**src/rtl/branch_resolve.sv**
```systemverilog
// Execute-stage branch resolution: resolves bne/blt/j/jal/jr and detects direction
// mispredicts. Drives a registered redirect to fetch and trains a 2-bit BHT.
module branch_resolve #(
   parameter int IDX_BITS  = 4,
   parameter int CNT_WIDTH = 16
) (
   input  logic                 clock,
   input  logic                 reset,
   input  logic                 ex_valid,
   input  logic [2:0]           ex_type,
   input  logic [31:0]          ex_pc,
   input  logic [31:0]          ex_imm,
   input  logic [31:0]          ex_target,
   input  logic                 ex_pred_taken,
   input  logic                 isLessThan,
   input  logic                 isNotEqual,
   input  logic                 stall,
   input  logic [31:0]          fetch_pc,
   output logic                 fetch_pred_taken,
   output logic                 redirect_valid,
   output logic [31:0]          redirect_pc,
   output logic [CNT_WIDTH-1:0] mispredict_count
);

   localparam int unsigned DEPTH = 2 ** IDX_BITS;

   typedef enum logic {
      IDLE,
      SHADOW
   } state_t;

   state_t state, stateNext;

   logic [1:0]          bht [DEPTH];
   logic                isBranch, isJump, taken, accept, needRedirect;
   logic [31:0]         seqPc, nextPc;
   logic [IDX_BITS-1:0] exIdx, fetchIdx;
   logic                unusedFetchBits;

   assign exIdx           = ex_pc[IDX_BITS-1:0];
   assign fetchIdx        = fetch_pc[IDX_BITS-1:0];
   assign unusedFetchBits = ^fetch_pc[31:IDX_BITS];

   // Read-before-write: the BHT is only written at the clock edge, so a same-cycle
   // lookup of the entry being trained naturally sees the old counter.
   assign fetch_pred_taken = bht[fetchIdx][1];

   always_comb begin
      isBranch     = 1'b0;
      isJump       = 1'b0;
      taken        = 1'b0;
      seqPc        = ex_pc + 32'd1;
      nextPc       = seqPc;
      case (ex_type)
         3'd1: begin
            isBranch = 1'b1;
            taken    = isNotEqual;
         end
         3'd2: begin
            isBranch = 1'b1;
            taken    = isLessThan;
         end
         3'd3, 3'd4, 3'd5: begin
            isJump = 1'b1;
            taken  = 1'b1;
         end
         default: ;
      endcase
      if (taken) begin
         nextPc = isBranch ? (seqPc + ex_imm) : ex_target;
      end
      accept       = ex_valid && !stall && (state == IDLE) && (isBranch || isJump);
      needRedirect = isJump || (isBranch && (taken != ex_pred_taken));
   end

   always_ff @(posedge clock) begin
      if (!reset) begin
         state <= IDLE;
      end else begin
         state <= stateNext;
      end
   end

   always_comb begin
      stateNext = state;
      case (state)
         IDLE:    if (accept && needRedirect) stateNext = SHADOW;
         SHADOW:  if (!stall) stateNext = IDLE;
         default: stateNext = IDLE;
      endcase
   end

   always_ff @(posedge clock) begin
      if (!reset) begin
         redirect_valid   <= 1'b0;
         redirect_pc      <= '0;
         mispredict_count <= '0;
      end else begin
         redirect_valid <= accept && needRedirect;
         if (accept && needRedirect) begin
            redirect_pc <= nextPc;
         end
         if (accept && isBranch && needRedirect && (mispredict_count != '1)) begin
            mispredict_count <= mispredict_count + CNT_WIDTH'(1);
         end
      end
   end

   always_ff @(posedge clock) begin
      if (!reset) begin
         for (int unsigned i = 0; i < DEPTH; i++) begin
            bht[IDX_BITS'(i)] <= 2'b01;
         end
      end else if (accept && isBranch) begin
         if (taken && (bht[exIdx] != 2'b11)) begin
            bht[exIdx] <= bht[exIdx] + 2'b01;
         end else if (!taken && (bht[exIdx] != 2'b00)) begin
            bht[exIdx] <= bht[exIdx] - 2'b01;
         end
      end
   end

endmodule

```
**config.mk**
```make
export PLATFORM = sky130hd
export DESIGN_NAME = branch_resolve
export DESIGN_NICKNAME = d
export VERILOG_FILES = /design/src/rtl/branch_resolve.sv
export SDC_FILE = /design/constraint.sdc
export NUM_CORES = 1
export LEC_CHECK = 0
export ABC_AREA = 1
export CAP_MARGIN = 20
export CORE_UTILIZATION = 50
export CTS_CLUSTER_DIAMETER = 50
export DETAILED_ROUTE_END_ITERATION = 12
export GPL_ROUTABILITY_DRIVEN = 1
export PLACE_DENSITY = 0.8
export SYNTH_ARGS = -nofsm -noshare
export SYNTH_HDL_FRONTEND = slang
export SYNTH_SLANG_ARGS = --single-unit
```
**constraint.sdc**
```tcl
create_clock -name clock -period 7.3 [get_ports clock]
set_input_delay 0.73 -clock clock [delete_from_list [all_inputs] [get_ports clock]]
set_output_delay 0.73 -clock clock [all_outputs]
set_load 0.005 [all_outputs]
```
==> load_flow_metrics.sql, run 1 <==
INSERT INTO impl_metrics (metric_group, metric, value, unit) VALUES
('timing', 'fmaxAchievable', '0.2076', 'GHz'),
('floorplan', 'core', '16000', 'µm²'),
('clock_network', 'post_cts_hold_buffer_count', '0', ''),
('power', 'switching_share', '34.46', '%'),
('setup_path', 'required_time_at_the_endpoint_of_the_critical_path', '7.59', 'ns'),
('routing', 'routedWlPerCell', '14.69', 'µm'),
('placement', 'place.detailed.hpwl', '19.96', 'mm'),
('clock_network', 'path_clk_slew', '0.07', 'ns'),
('cells_and_area', 'layout-area-overhead-vs-synth', '23.84', '%'),
('floorplan', 'area_of_the_die', '17060', 'µm²'),
('setup_path', 'path_max_fanout', '15', ''),
('clock_network', 'htree_levels', '3', ''),
('timing', 'rsz_0062_raised_after_global_routing', 'false', ''),
('timing', 'finalMaxSlewViolations', '0', ''),
('routing', 'detail_route.drc_violations', '0', ''),
('power', 'cellInternalPower', '938.9', 'µW'),
('global_route', 'grt_antenna_before_repair', '0', ''),
('power', 'power', '1.433', 'mW'),
('synth', 'synthCells', '1405', ''),
('synth', 'synthTopCellsByArea', 'sky130_fd_sc_hd__nand2_1 (22%), sky130_fd_sc_hd__dfxtp_1 (12%), sky130_fd_sc_hd__edfxtp_1 (12%)', ''),
('timing', 'slew_worst_pin', '0.9593', 'ns'),
('global_route', 'globalRouteMet2Util', '48.83', '%'),
('run_status', 'outcome', 'completed', ''),
('routing', 'total_wirelength_of_the_detailed_routed_design', '25.82', 'mm'),
('cells_and_area', 'layout.cells.most_common_list', 'sky130_fd_sc_hd__nand2_1 (479), sky130_fd_sc_hd__inv_1 (214), sky130_fd_sc_hd__clkdlybuf4s50_1 (159), sky130_fd_sc_hd__nor2_1 (146), sky130_fd_sc_hd__nand3_1 (97)', ''),
('placement', 'placedCellCount', '1742', ''),
('cells_and_area', 'antennaDiodeCount', '0', ''),
('power', 'p_leak', '4.847', 'nW'),
('global_route', 'gr-usage-met3', '5.660', '%'),
('floorplan', 'pin_count', '188', ''),
('setup_path', 'arrival', '5.11', 'ns'),
('clock_network', 'clkLatencyLatePin', '0.35', 'ns'),
('cells_and_area', 'fin_cells', '1758', ''),
('global_route', 'grt_start_max_net_pins', '50', ''),
('routing', 'viasPerCell', '5.270', ''),
('floorplan', 'die_height', '130.6', 'µm'),
('clock_network', 'library_cell_used_as_clock_root_buffer', 'sky130_fd_sc_hd__clkbuf_16', ''),
('setup_path', 'crit_type', 'in2reg', ''),
('clock_network', 'tritoncts.num_buffers', '9', ''),
('global_route', 'global_route.overflow_total', '0', ''),
('routing', 'route.antenna.remaining_nets', '0', ''),
('power', 'netSwitchingPower', '493.6', 'µW'),
('run', 'drv_cap', '0', ''),
('synth', 'synth.yosys.warnings', '0', ''),
('global_route', 'top_usage_layer', 'met2', ''),
('cells_and_area', 'final_common_cell', 'sky130_fd_sc_hd__nand2_1', ''),
('routing', 'initialDrtViolationCount', '754', ''),
('routing', 'dr_total_vias', '9265', ''),
('placement', 'place.port_buffers', '159', ''),
('power', 'power_frac_comb', '32.8', '%'),
('floorplan', 'initial_utilization', '51.69', '%'),
('synth', 'synthDominantAreaCellType', 'sky130_fd_sc_hd__nand2_1', ''),
('clock_network', 'tritoncts_clock_tree', 'done', ''),
('clock_network', 'cts.repair_timing.setup_buffer_count', '0', ''),
('cells_and_area', 'number_of_nets_in_the_layout', '1719', ''),
('setup_path', 'cp-end-kind', 'register', ''),
('power', 'power.density', '139.9', 'nW/µm²'),
('power', 'clockPowerShare', '32.6', '%'),
('synth', 'area_share_of_the_largest_cell_type_after_synthesis', '21.74', '%'),
('timing', 'post-route-period-util', '65.97', '%'),
('synth', 'seq_area_frac_synth', '23.72', '%'),
('global_route', 'grt_util_met1', '39.71', '%'),
('timing', 'final_hold_viol_count', '0', ''),
('power', 'irDropWorstVdd', '0.0001161', 'V'),
('clock_network', 'cts-resized-gates', '0', ''),
('synth', 'synth_enable_flop_cells', '32', ''),
('global_route', 'grt_first_pass_wirelength', '39.90', 'mm'),
('power', 'power.share.sequential', '34.6', '%'),
('synth', 'postSynth.topFlopCell', 'sky130_fd_sc_hd__dfxtp_1', ''),
('timing', 'clock_skew', '0.01221', 'ns'),
('cells_and_area', 'post_route_cells_drive_above_1_share', '4.150', '%');
-- path summary, 6_finish.rpt --
kind | from | to | slack (ns) | depth (start not counted)
setup / recovery | ex_pc[1] | redirect_pc[31] | 2.48 | 22
hold / removal | redirect_pc[5] | redirect_pc[5] | 0.47 | 2
setup reg to reg | mispredict_count[0] | mispredict_count[0] | 5.01 | 8
hold reg to reg | redirect_pc[5] | redirect_pc[5] | 0.47 | 2
-- area by class of cell --
| type | instances | area [µm²] |
|---|---|---|
| sequential | 82 | 1962 |
| timing repair buffer | 165 | 1637 |
| tap | 216 | 270.3 |
| clock inverter | 4 | 31.28 |
| inverter | 222 | 833.3 |
| multi-input combinational | 1057 | 5241 |
| clock buffer | 12 | 267.8 |
| fill | 1584 | 5758 |
-- critical path, stage by stage --
cell                              delay (ns)
sky130_fd_sc_hd__clkdlybuf4s50_1        0.86
sky130_fd_sc_hd__ha_1                   0.58
sky130_fd_sc_hd__inv_1                  0.14
sky130_fd_sc_hd__nor2_4                 0.23
sky130_fd_sc_hd__inv_1                  0.09
sky130_fd_sc_hd__nor2_2                 0.24
sky130_fd_sc_hd__inv_1                  0.09
sky130_fd_sc_hd__nor2_2                 0.19
sky130_fd_sc_hd__xor2_1                 0.20
sky130_fd_sc_hd__inv_1                  0.12
sky130_fd_sc_hd__ha_1                   0.37
sky130_fd_sc_hd__nand2_1                0.11
sky130_fd_sc_hd__nor2_1                 0.24
sky130_fd_sc_hd__and2_1                 0.17
sky130_fd_sc_hd__nand2_1                0.05
sky130_fd_sc_hd__nand2_1                0.18
sky130_fd_sc_hd__nand2_1                0.07
sky130_fd_sc_hd__nand3_1                0.10
sky130_fd_sc_hd__nand2_1                0.06
sky130_fd_sc_hd__nand3_1                0.08
sky130_fd_sc_hd__nand2_1                0.07
sky130_fd_sc_hd__a21oi_2                0.11
-- logic make-up after synthesis --
kind of cell	Yosys count	share of synthesized area (%)
buf+inv	266	12.90
compound gates	157	10.44
flops	82	23.72
mux	1	0.1210
fa+ha+maj	44	6.747
simple gates	812	41.51
xor+xnor	43	4.554
-- routing by layer --
metal	vias up	part of all wire, %
met5	-	0
met4	0	4.0
met3	81	9.0
met2	442	42
met1	4048	45
li1	4694	-
-- metrics by stage --
| stage | hold WS (ns) | setup slack [ns] | cell area (µm²) | util, % |
|---|---|---|---|---|
| finish | 0.4665 | 2.484 | 10240 | 64.01 |
| global route | 0.4903 | 2.298 | 10240 | 64.01 |
| CTS | 0.4646 | 2.645 | 10240 | 64.01 |
| detailed placement | 0.4552 | 2.271 | 9943 | 62.14 |
| global placement | 0.4542 | 2.316 | 9943 | 62.14 |
| floorplan | 0.4434 | 4.131 | 8270 | - |
-- power by group through the flow --
| stage | logic [mW] | registers, mW | clock network, mW |
|---|---|---|---|
| after floorplan | 0.295 | 0.505 | 0 |
| after global placement | 0.456 | 0.505 | 0 |
| after detailed placement | 0.462 | 0.505 | 0 |
| after CTS | 0.465 | 0.495 | 0.470 |
| after global routing | 0.523 | 0.496 | 0.488 |
| final | 0.470 | 0.495 | 0.468 |
-- state kept, by name (all words and copies together) (netlist names) --
signal / flops
bht: 32
redirect_pc: 32
mispredict_count: 16
redirect_valid: 1
state: 1
-- synthesized netlist by cell type (all sizes together) (2+ instances only) --
| cell | instances |
|---|---|
| o21bai | 4 |
| o22ai | 3 |
| ha | 43 |
| or2 | 3 |
| nor3b | 2 |
| a21o | 2 |
| and2 | 2 |
| xor2 | 26 |
| nand3 | 100 |
| o21ai | 55 |
| nand3b | 3 |
| inv | 220 |
| o211ai | 14 |
| nor3 | 21 |
| nor4 | 3 |
| and3 | 2 |
| buf | 23 |
| clkbuf | 21 |
| a21oi | 76 |
| dfxtp | 50 |
| xnor2 | 17 |
| edfxtp | 32 |
| clkinv | 2 |
| nor2 | 167 |
| nand4 | 22 |
| nand2 | 486 |
No activity file was read; power rests on OpenSTA's default activity.
==> inputs of run 2 (changes only) <==
--- a/config.mk
+++ b/config.mk
@@ -7,11 +7,11 @@
 export LEC_CHECK = 0
 export ABC_AREA = 1
 export CAP_MARGIN = 20
-export CORE_UTILIZATION = 50
+export CORE_UTILIZATION = 47
 export CTS_CLUSTER_DIAMETER = 50
 export DETAILED_ROUTE_END_ITERATION = 12
 export GPL_ROUTABILITY_DRIVEN = 1
-export PLACE_DENSITY = 0.8
+export PLACE_DENSITY = 0.78
 export SYNTH_ARGS = -nofsm -noshare
 export SYNTH_HDL_FRONTEND = slang
 export SYNTH_SLANG_ARGS = --single-unit
==> constraint.sdc (replaced) <==
create_clock -name clock -period 4.1 [get_ports clock]
set_input_delay 0.41 -clock clock [delete_from_list [all_inputs] [get_ports clock]]
set_output_delay 0.41 -clock clock [all_outputs]
set_load 0.005 [all_outputs]
==> run 2 against run 1 <==
Against the previous run:
- clock power rose by 85%
- final area increased by 0.77%
- clock skew about the same
- die area grew 6.3%
- sequential cell count stayed put
- combinational power is 80% higher
- routed wire length rose by 3.0%
- first-iteration DRC count up 3.3%
==> load_flow_metrics.sql, run 2 (synthesis gave the netlist of run 1 again) <==
INSERT INTO impl_metrics (metric_group, metric, value, unit) VALUES
('run_status', 'outcome', 'completed', ''),
('global_route', 'grt_first_pass_wirelength', '41.86', 'mm'),
('setup_path', 'critical_path_s_largest_stage_delay', '0.60', 'ns'),
('power', 'switching_share', '35.33', '%'),
('power', 'power_frac_comb', '32.6', '%'),
('timing', 'finalSetupViolCount', '0', ''),
('timing', 'finalMaxSlewViolations', '0', ''),
('cells_and_area', 'antennaDiodeCount', '0', ''),
('clock_network', 'post_cts_hold_buffer_count', '0', ''),
('routing', 'viasPerCell', '5.224', ''),
('power', 'cellInternalPower', '1.680', 'mW'),
('setup_path', 'arrival', '3.82', 'ns'),
('routing', 'dr_total_vias', '9273', ''),
('floorplan', 'core', '17240', 'µm²'),
('cells_and_area', 'layout-area-overhead-vs-synth', '24.80', '%'),
('setup_path', 'reg2reg_start', 'mispredict_count[0]', ''),
('cells_and_area', 'number_of_nets_in_the_layout', '1727', ''),
('clock_network', 'cts.repair_timing.setup_buffer_count', '0', ''),
('timing', 'final.min_clock_period', '3.532', 'ns'),
('power', 'p_leak', '4.893', 'nW'),
('power', 'netSwitchingPower', '918.0', 'µW'),
('power', 'clockPowerShare', '33.4', '%'),
('floorplan', 'die_boundary_width', '134.7', 'µm'),
('setup_path', 'cpLargestDelayFamily', 'simple AND/OR/NAND/NOR gates', ''),
('hold_path', 'type_of_the_most_critical_hold_path', 'reg2reg', ''),
('cells_and_area', 'fin_cells', '1775', ''),
('routing', 'initialDrtViolationCount', '779', ''),
('clock_network', 'path_clk_slew', '0.07', 'ns'),
('global_route', 'grt_start_max_net_pins', '47', ''),
('clock_network', 'tritoncts_clock_tree', 'done', ''),
('power', 'power.density', '251.7', 'nW/µm²'),
('clock_network', 'cts.sinks', '82', ''),
('setup_path', 'required_time_at_the_endpoint_of_the_critical_path', '4.39', 'ns'),
('power', 'power', '2.598', 'mW'),
('setup_path', 'crit_type', 'in2reg', ''),
('floorplan', 'initial_utilization', '47.98', '%'),
('floorplan', 'area_of_the_die', '18130', 'µm²'),
('setup_path', 'crit_path_cell_trace', 'clkdlybuf4s50_1, buf_4, nand2_1, nor2_1, nand2_4, nor2_4, nand2_2, nor2_2, xnor2_1, clkinv_1, ha_1, nand2_1, nor2_1, nand2_1, nor2_1, nand2_1, nand3_1, nand3_1, nand2_1, nand2_1, a21oi_1', ''),
('cells_and_area', 'final_core_utilization', '59.88', '%'),
('timing', 'slew_worst_pin', '0.7770', 'ns'),
('cells_and_area', 'post_route_cells_drive_above_1_share', '4.710', '%'),
('placement', 'globalplace.congestion', '0.9670', ''),
('timing', 'slew-limit-headroom', '48.14', '%'),
('setup_path', 'cp-end-kind', 'register', ''),
('clock_network', 'clkLatencyLatePin', '0.37', 'ns'),
('global_route', 'global_route.overflow_total', '0', ''),
('timing', 'post-route-period-util', '86.14', '%'),
('floorplan', 'fp-row-count', '48', ''),
('clock_network', 'htree_levels', '3', ''),
('setup_path', 'critical_path.slowest_cell', 'sky130_fd_sc_hd__clkdlybuf4s50_1', ''),
('run', 'drv_cap', '0', ''),
('placement', 'place.detailed.hpwl', '20.91', 'mm'),
('setup_path', 'critical_path.startpoint', 'ex_pc[3]', ''),
('power', 'irDropWorstVdd', '0.0002046', 'V'),
('global_route', 'grt_use_total', '29.68', '%'),
('placement', 'placedCellCount', '1759', ''),
('placement', 'place.port_buffers', '159', ''),
('routing', 'routedWlPerCell', '14.99', 'µm'),
('global_route', 'grt_antenna_before_repair', '0', ''),
('cells_and_area', 'layout_top_registers', 'bht x32, redirect_pc x32, mispredict_count x16', ''),
('timing', 'fmaxAchievable', '0.2832', 'GHz'),
('power', 'power.share.sequential', '34.0', '%'),
('timing', 'fin_setup_tns', '0', 'ns'),
('floorplan', 'pin_count', '188', ''),
('routing', 'first_pass_iters', '7', ''),
('setup_path', 'critPathBufInv', '3', ''),
('setup_path', 'crit_path_start_kind', 'input pin', ''),
('setup_path', 'critical-path-top-cell-by-count', 'sky130_fd_sc_hd__nand2_1', ''),
('timing', 'final_hold_viol_count', '0', ''),
('routing', 'route.antenna.remaining_nets', '0', ''),
('clock_network', 'tritoncts.num_buffers', '9', ''),
('timing', 'rsz_0062_raised_after_global_routing', 'false', ''),
('clock_network', 'cts-resized-gates', '0', ''),
('timing', 'fin_worst_hold_slack', '0.4656', 'ns'),
('routing', 'total_wirelength_of_the_detailed_routed_design', '26.60', 'mm'),
('routing', 'detail_route.drc_violations', '0', ''),
('cells_and_area', 'final_common_cell', 'sky130_fd_sc_hd__nand2_1', ''),
('cells_and_area', 'layout.cells.most_common_list', 'sky130_fd_sc_hd__nand2_1 (479), sky130_fd_sc_hd__inv_1 (214), sky130_fd_sc_hd__clkdlybuf4s50_1 (159), sky130_fd_sc_hd__nor2_1 (146), sky130_fd_sc_hd__nand3_1 (97)', ''),
('setup_path', 'path_max_fanout', '4', ''),
('clock_network', 'library_cell_used_as_clock_root_buffer', 'sky130_fd_sc_hd__clkbuf_16', ''),
('floorplan', 'die_height', '134.7', 'µm'),
('clock_network', 'clock_tree.buffer_depth', '2', ''),
('hold_path', 'holdCritStartpoint', 'redirect_pc[18]', ''),
('global_route', 'via_count_of_the_first_global_routing_pass', '8492', ''),
('timing', 'clock_skew', '0.01247', 'ns');
-- run 2: cell types whose count changed in the layout (fill, tap and decap cells not counted), sizes merged --
cell | before | now
clkinv | 5 | 4
inv | 221 | 223
clkbuf | 12 | 11
buf | 6 | 14
-- run 2: metrics by stage --
step / instance area [µm²] / setup WS, ns
after floorplan: 8270 / 1.251
after global placement: 10010 / 0.3348
after detailed placement: 10010 / 0.3099
after CTS: 10320 / 0.6619
after global routing: 10320 / 0.2997
final: 10320 / 0.5684
-- run 2: cell type report --
type	count	area, µm²
timing repair buffer	173	1697
clock buffer	11	264.0
sequential	82	1962
multi-input combinational	1057	5241
clock inverter	5	42.54
fill	1724	6915
tap	225	281.5
inverter	222	833.3
-- run 2: worst paths after layout --
path / cells after the start / slack, ns / endpoint
worst max register to register: 8 / 1.76 / mispredict_count[0]
worst min-delay path: 2 / 0.47 / redirect_pc[18]
worst max-delay path: 21 / 0.57 / redirect_pc[25]
worst min register to register: 2 / 0.47 / redirect_pc[18]
-- run 2: worst reg2reg max path, cell delays in order, from the launching register on --
cell	delay, ns
sky130_fd_sc_hd__dfxtp_1	0.45
sky130_fd_sc_hd__ha_1	0.27
sky130_fd_sc_hd__nand2_1	0.12
sky130_fd_sc_hd__nor2_1	0.11
sky130_fd_sc_hd__a41oi_1	0.13
sky130_fd_sc_hd__nand2_1	0.43
sky130_fd_sc_hd__inv_1	0.40
sky130_fd_sc_hd__o21ai_0	0.25
sky130_fd_sc_hd__a21oi_1	0.05
-- run 2: power groups by stage --
stage / registers, mW / clock network [mW] / logic (mW)
2_1_floorplan: 0.898 / 0 / 0.525
3_3_place_gp: 0.900 / 0 / 0.823
3_5_place_dp: 0.900 / 0 / 0.834
4_1_cts: 0.882 / 0.866 / 0.839
5_1_grt: 0.885 / 0.892 / 0.939
6_report: 0.883 / 0.868 / 0.848
-- run 2: metal layers --
layer | vias to the layer above | global-route usage (%) | routed length (µm)
met5 | - | 0 | 0
met4 | 0 | 12.67 | 1041
met3 | 68 | 4.617 | 2141
met2 | 416 | 47.54 | 11640
met1 | 4077 | 39.56 | 11780
li1 | 4712 | - | -
==> inputs of run 3 (changes only) <==
--- a/config.mk
+++ b/config.mk
@@ -7,11 +7,12 @@
 export LEC_CHECK = 0
 export ABC_AREA = 1
 export CAP_MARGIN = 20
-export CORE_UTILIZATION = 47
+export CORE_UTILIZATION = 50
 export CTS_CLUSTER_DIAMETER = 50
+export CTS_CLUSTER_SIZE = 28
 export DETAILED_ROUTE_END_ITERATION = 12
 export GPL_ROUTABILITY_DRIVEN = 1
-export PLACE_DENSITY = 0.78
+export PLACE_DENSITY = 0.8
 export SYNTH_ARGS = -nofsm -noshare
 export SYNTH_HDL_FRONTEND = slang
 export SYNTH_SLANG_ARGS = --single-unit
==> constraint.sdc (replaced) <==
create_clock -name clock -period 3.3 [get_ports clock]
set_input_delay 0.33 -clock clock [delete_from_list [all_inputs] [get_ports clock]]
set_output_delay 0.33 -clock clock [all_outputs]
set_load 0.005 [all_outputs]
==> run 3 against run 2 <==
Against the previous run:
- non-clock buffer count grew 122
- die area decreased by 5.9%
- routed wire length grew 5.9%
- clock power grew 21%
- combinational power rose by 44%
- clock skew fell by 0.0015 ns
- critical path depth is 2 lower
- via count is 7.0% higher
==> load_flow_metrics.sql, run 3 (synthesis gave the netlist of run 1 again) <==
INSERT INTO impl_metrics (metric_group, metric, value, unit) VALUES
('floorplan', 'pin_count', '188', ''),
('global_route', 'global_route.overflow_total', '0', ''),
('global_route', 'via_count_of_the_first_global_routing_pass', '8908', ''),
('routing', 'viasPerCell', '5.253', ''),
('setup_path', 'timing.reg2reg.worst_path_depth', '12', ''),
('clock_network', 'tritoncts_clock_tree', 'done', ''),
('power', 'irDropWorstVdd', '0.0003006', 'V'),
('global_route', 'grt_first_pass_wirelength', '43.41', 'mm'),
('cells_and_area', 'antennaDiodeCount', '0', ''),
('setup_path', 'timing.critical_path.to', 'redirect_pc[24]', ''),
('routing', 'routedWlPerCell', '14.92', 'µm'),
('setup_path', 'timing.reg2reg.setup_slack', '1.17', 'ns'),
('floorplan', 'die_height', '130.6', 'µm'),
('timing', 'final_hold_viol_count', '0', ''),
('cells_and_area', 'layout-area-overhead-vs-synth', '37.17', '%'),
('setup_path', 'cp-end-kind', 'register', ''),
('run_status', 'outcome', 'completed', ''),
('hold_path', 'type_of_the_most_critical_hold_path', 'reg2reg', ''),
('placement', 'place.port_buffers', '159', ''),
('clock_network', 'tritoncts.num_buffers', '9', ''),
('clock_network', 'cts-resized-gates', '0', ''),
('clock_network', 'cts.repair_timing.setup_buffer_count', '0', ''),
('placement', 'globalplace.congestion', '0.9369', ''),
('cells_and_area', 'fill_cells', '1446', ''),
('cells_and_area', 'final_common_cell', 'sky130_fd_sc_hd__nand2_1', ''),
('floorplan', 'fp-row-count', '46', ''),
('cells_and_area', 'number_of_nets_in_the_layout', '1849', ''),
('setup_path', 'required_time_at_the_endpoint_of_the_critical_path', '3.58', 'ns'),
('setup_path', 'path_max_fanout', '3', ''),
('clock_network', 'clkLatencyLatePin', '0.36', 'ns'),
('setup_path', 'critical_path.startpoint', 'ex_pc[12]', ''),
('cells_and_area', 'layout.cells.most_common_list', 'sky130_fd_sc_hd__nand2_1 (476), sky130_fd_sc_hd__inv_1 (214), sky130_fd_sc_hd__clkdlybuf4s50_1 (156), sky130_fd_sc_hd__nor2_1 (141), sky130_fd_sc_hd__buf_4 (136)', ''),
('floorplan', 'core', '16000', 'µm²'),
('routing', 'initialDrtViolationCount', '870', ''),
('timing', 'final.min_clock_period', '3.114', 'ns'),
('floorplan', 'initial_utilization', '51.69', '%'),
('timing', 'fin_worst_hold_slack', '0.4650', 'ns'),
('setup_path', 'arrival', '3.40', 'ns'),
('global_route', 'grt_start_max_net_pins', '47', ''),
('routing', 'route.antenna.remaining_nets', '0', ''),
('clock_network', 'clock_tree.buffer_depth', '2', ''),
('timing', 'finalSetupViolCount', '0', ''),
('setup_path', 'crit_type', 'in2reg', ''),
('clock_network', 'post_cts_hold_buffer_count', '0', ''),
('global_route', 'grt_antenna_before_repair', '0', ''),
('routing', 'total_wirelength_of_the_detailed_routed_design', '28.16', 'mm'),
('setup_path', 'crit_path_start_kind', 'input pin', ''),
('routing', 'dr_total_vias', '9918', ''),
('setup_path', 'reg2reg_start', 'bht[1][1]', ''),
('power', 'p_leak', '5.528', 'nW'),
('cells_and_area', 'final_core_utilization', '70.90', '%'),
('timing', 'worst_slack', '0.1855', 'ns'),
('floorplan', 'die_boundary_width', '130.6', 'µm'),
('setup_path', 'reg2reg_to', 'bht[3][1]', ''),
('clock_network', 'htree_levels', '3', ''),
('global_route', 'grt_use_total', '33.30', '%'),
('timing', 'fmaxAchievable', '0.3211', 'GHz'),
('timing', 'rsz_0062_raised_after_global_routing', 'true', ''),
('clock_network', 'cts.sinks', '82', ''),
('routing', 'first_pass_iters', '5', ''),
('routing', 'detail_route.drc_violations', '0', ''),
('power', 'power.density', '297.0', 'nW/µm²'),
('floorplan', 'area_of_the_die', '17060', 'µm²'),
('placement', 'place.detailed.hpwl', '21.82', 'mm'),
('timing', 'clock_skew', '0.01096', 'ns'),
('cells_and_area', 'layout_top_registers', 'bht x32, redirect_pc x32, mispredict_count x16', ''),
('clock_network', 'path_clk_slew', '0.06', 'ns'),
('cells_and_area', 'post_route_cells_drive_above_1_share', '13.16', '%'),
('placement', 'place_worst_setup_slack', '-0.3004', 'ns'),
('timing', 'finalMaxSlewViolations', '0', ''),
('run', 'drv_cap', '0', ''),
('timing', 'post-route-period-util', '94.38', '%'),
('clock_network', 'library_cell_used_as_clock_root_buffer', 'sky130_fd_sc_hd__clkbuf_16', ''),
('hold_path', 'instance_count_along_the_most_critical_hold_path', '2', ''),
('timing', 'slew-limit-headroom', '54.63', '%'),
('timing', 'slew_worst_pin', '0.6764', 'ns');
[run 3: cell count changes in the layout (fill, tap and decap cells not counted), moves of 3 or more]
cell	previous run	this run
sky130_fd_sc_hd__buf_4	14	136
sky130_fd_sc_hd__nor3_1	21	13
sky130_fd_sc_hd__nor3_2	0	7
sky130_fd_sc_hd__nor2_1	146	141
sky130_fd_sc_hd__a21oi_1	75	71
sky130_fd_sc_hd__a21oi_2	1	5
sky130_fd_sc_hd__nor2_2	17	21
sky130_fd_sc_hd__clkdlybuf4s50_1	159	156
sky130_fd_sc_hd__dlymetal6s2s_1	0	3
sky130_fd_sc_hd__ha_1	43	40
sky130_fd_sc_hd__nand2_1	479	476
sky130_fd_sc_hd__nand2_2	3	6
[run 3: worst min path at each step]
stage	slack, ns	to	from
floorplan	0.44	state	state
global placement	0.46	redirect_pc[20]	redirect_pc[20]
detailed placement	0.46	redirect_pc[17]	redirect_pc[17]
CTS	0.47	redirect_pc[17]	redirect_pc[17]
global route	0.49	redirect_pc[3]	redirect_pc[3]
finish	0.47	redirect_pc[18]	redirect_pc[18]
[run 3: layout make-up]
class	instances	area (µm²)	area share (%)
inverters	222	833.3	7.345
clock buffers	11	264.0	2.327
multi-input cells	1057	5360	47.25
well taps	216	270.3	2.382
repair buffers	295	2620	23.09
clock inverters	5	35.03	0.3088
flip-flops and latches	82	1962	17.29
[run 3: per-stage QoR]
| step | TNS (ns) | instance area [µm²] | std cells | total power, mW |
|---|---|---|---|---|
| 6_report | 0 | 11340 | 1888 | 3.369 |
| 5_1_grt | -0.04355 | 11340 | 1888 | 3.534 |
| 4_1_cts | 0 | 11220 | 1888 | 3.336 |
| 3_5_place_dp | -4.458 | 10920 | 1872 | 2.301 |
| 3_3_place_gp | -3.078 | 10920 | 1872 | 2.278 |
| 2_1_floorplan | 0 | 8270 | 1405 | 1.769 |
[run 3: routing by layer]
metal	global-route usage, %	part of all wire, %	wire length, µm	up-vias
li1	-	-	-	4950
met1	42.98	43	12210	4445
met2	56.18	46	12960	463
met3	5.578	8.1	2288	60
met4	11.36	2.5	707	0
met5	0	0	0	-
[run 3: worst max-delay path, cell delays in order]
cell and delay [ns]:
sky130_fd_sc_hd__clkdlybuf4s50_1 0.55, sky130_fd_sc_hd__nand2_1 0.12, sky130_fd_sc_hd__nor2_1 0.19, sky130_fd_sc_hd__nand2_1 0.13, sky130_fd_sc_hd__nor2_4 0.16, sky130_fd_sc_hd__nand2_2 0.08, sky130_fd_sc_hd__buf_4 0.14, sky130_fd_sc_hd__xor2_1 0.26
sky130_fd_sc_hd__ha_1 0.31, sky130_fd_sc_hd__nand2_1 0.07, sky130_fd_sc_hd__nand2_1 0.08, sky130_fd_sc_hd__o21bai_1 0.16, sky130_fd_sc_hd__a21oi_1 0.20, sky130_fd_sc_hd__nand3_1 0.10, sky130_fd_sc_hd__nand2_1 0.07, sky130_fd_sc_hd__nand3_1 0.13
sky130_fd_sc_hd__nand2_1 0.15, sky130_fd_sc_hd__nand2_1 0.06, sky130_fd_sc_hd__a21oi_1 0.12
[run 3: power breakdown]
part           total [mW]  leakage (nW)  switching, mW  internal (mW)
clock                1.05         0.152          0.469          0.579
combinational        1.22          4.69          0.679          0.546
sequential           1.10         0.687         0.0176           1.08
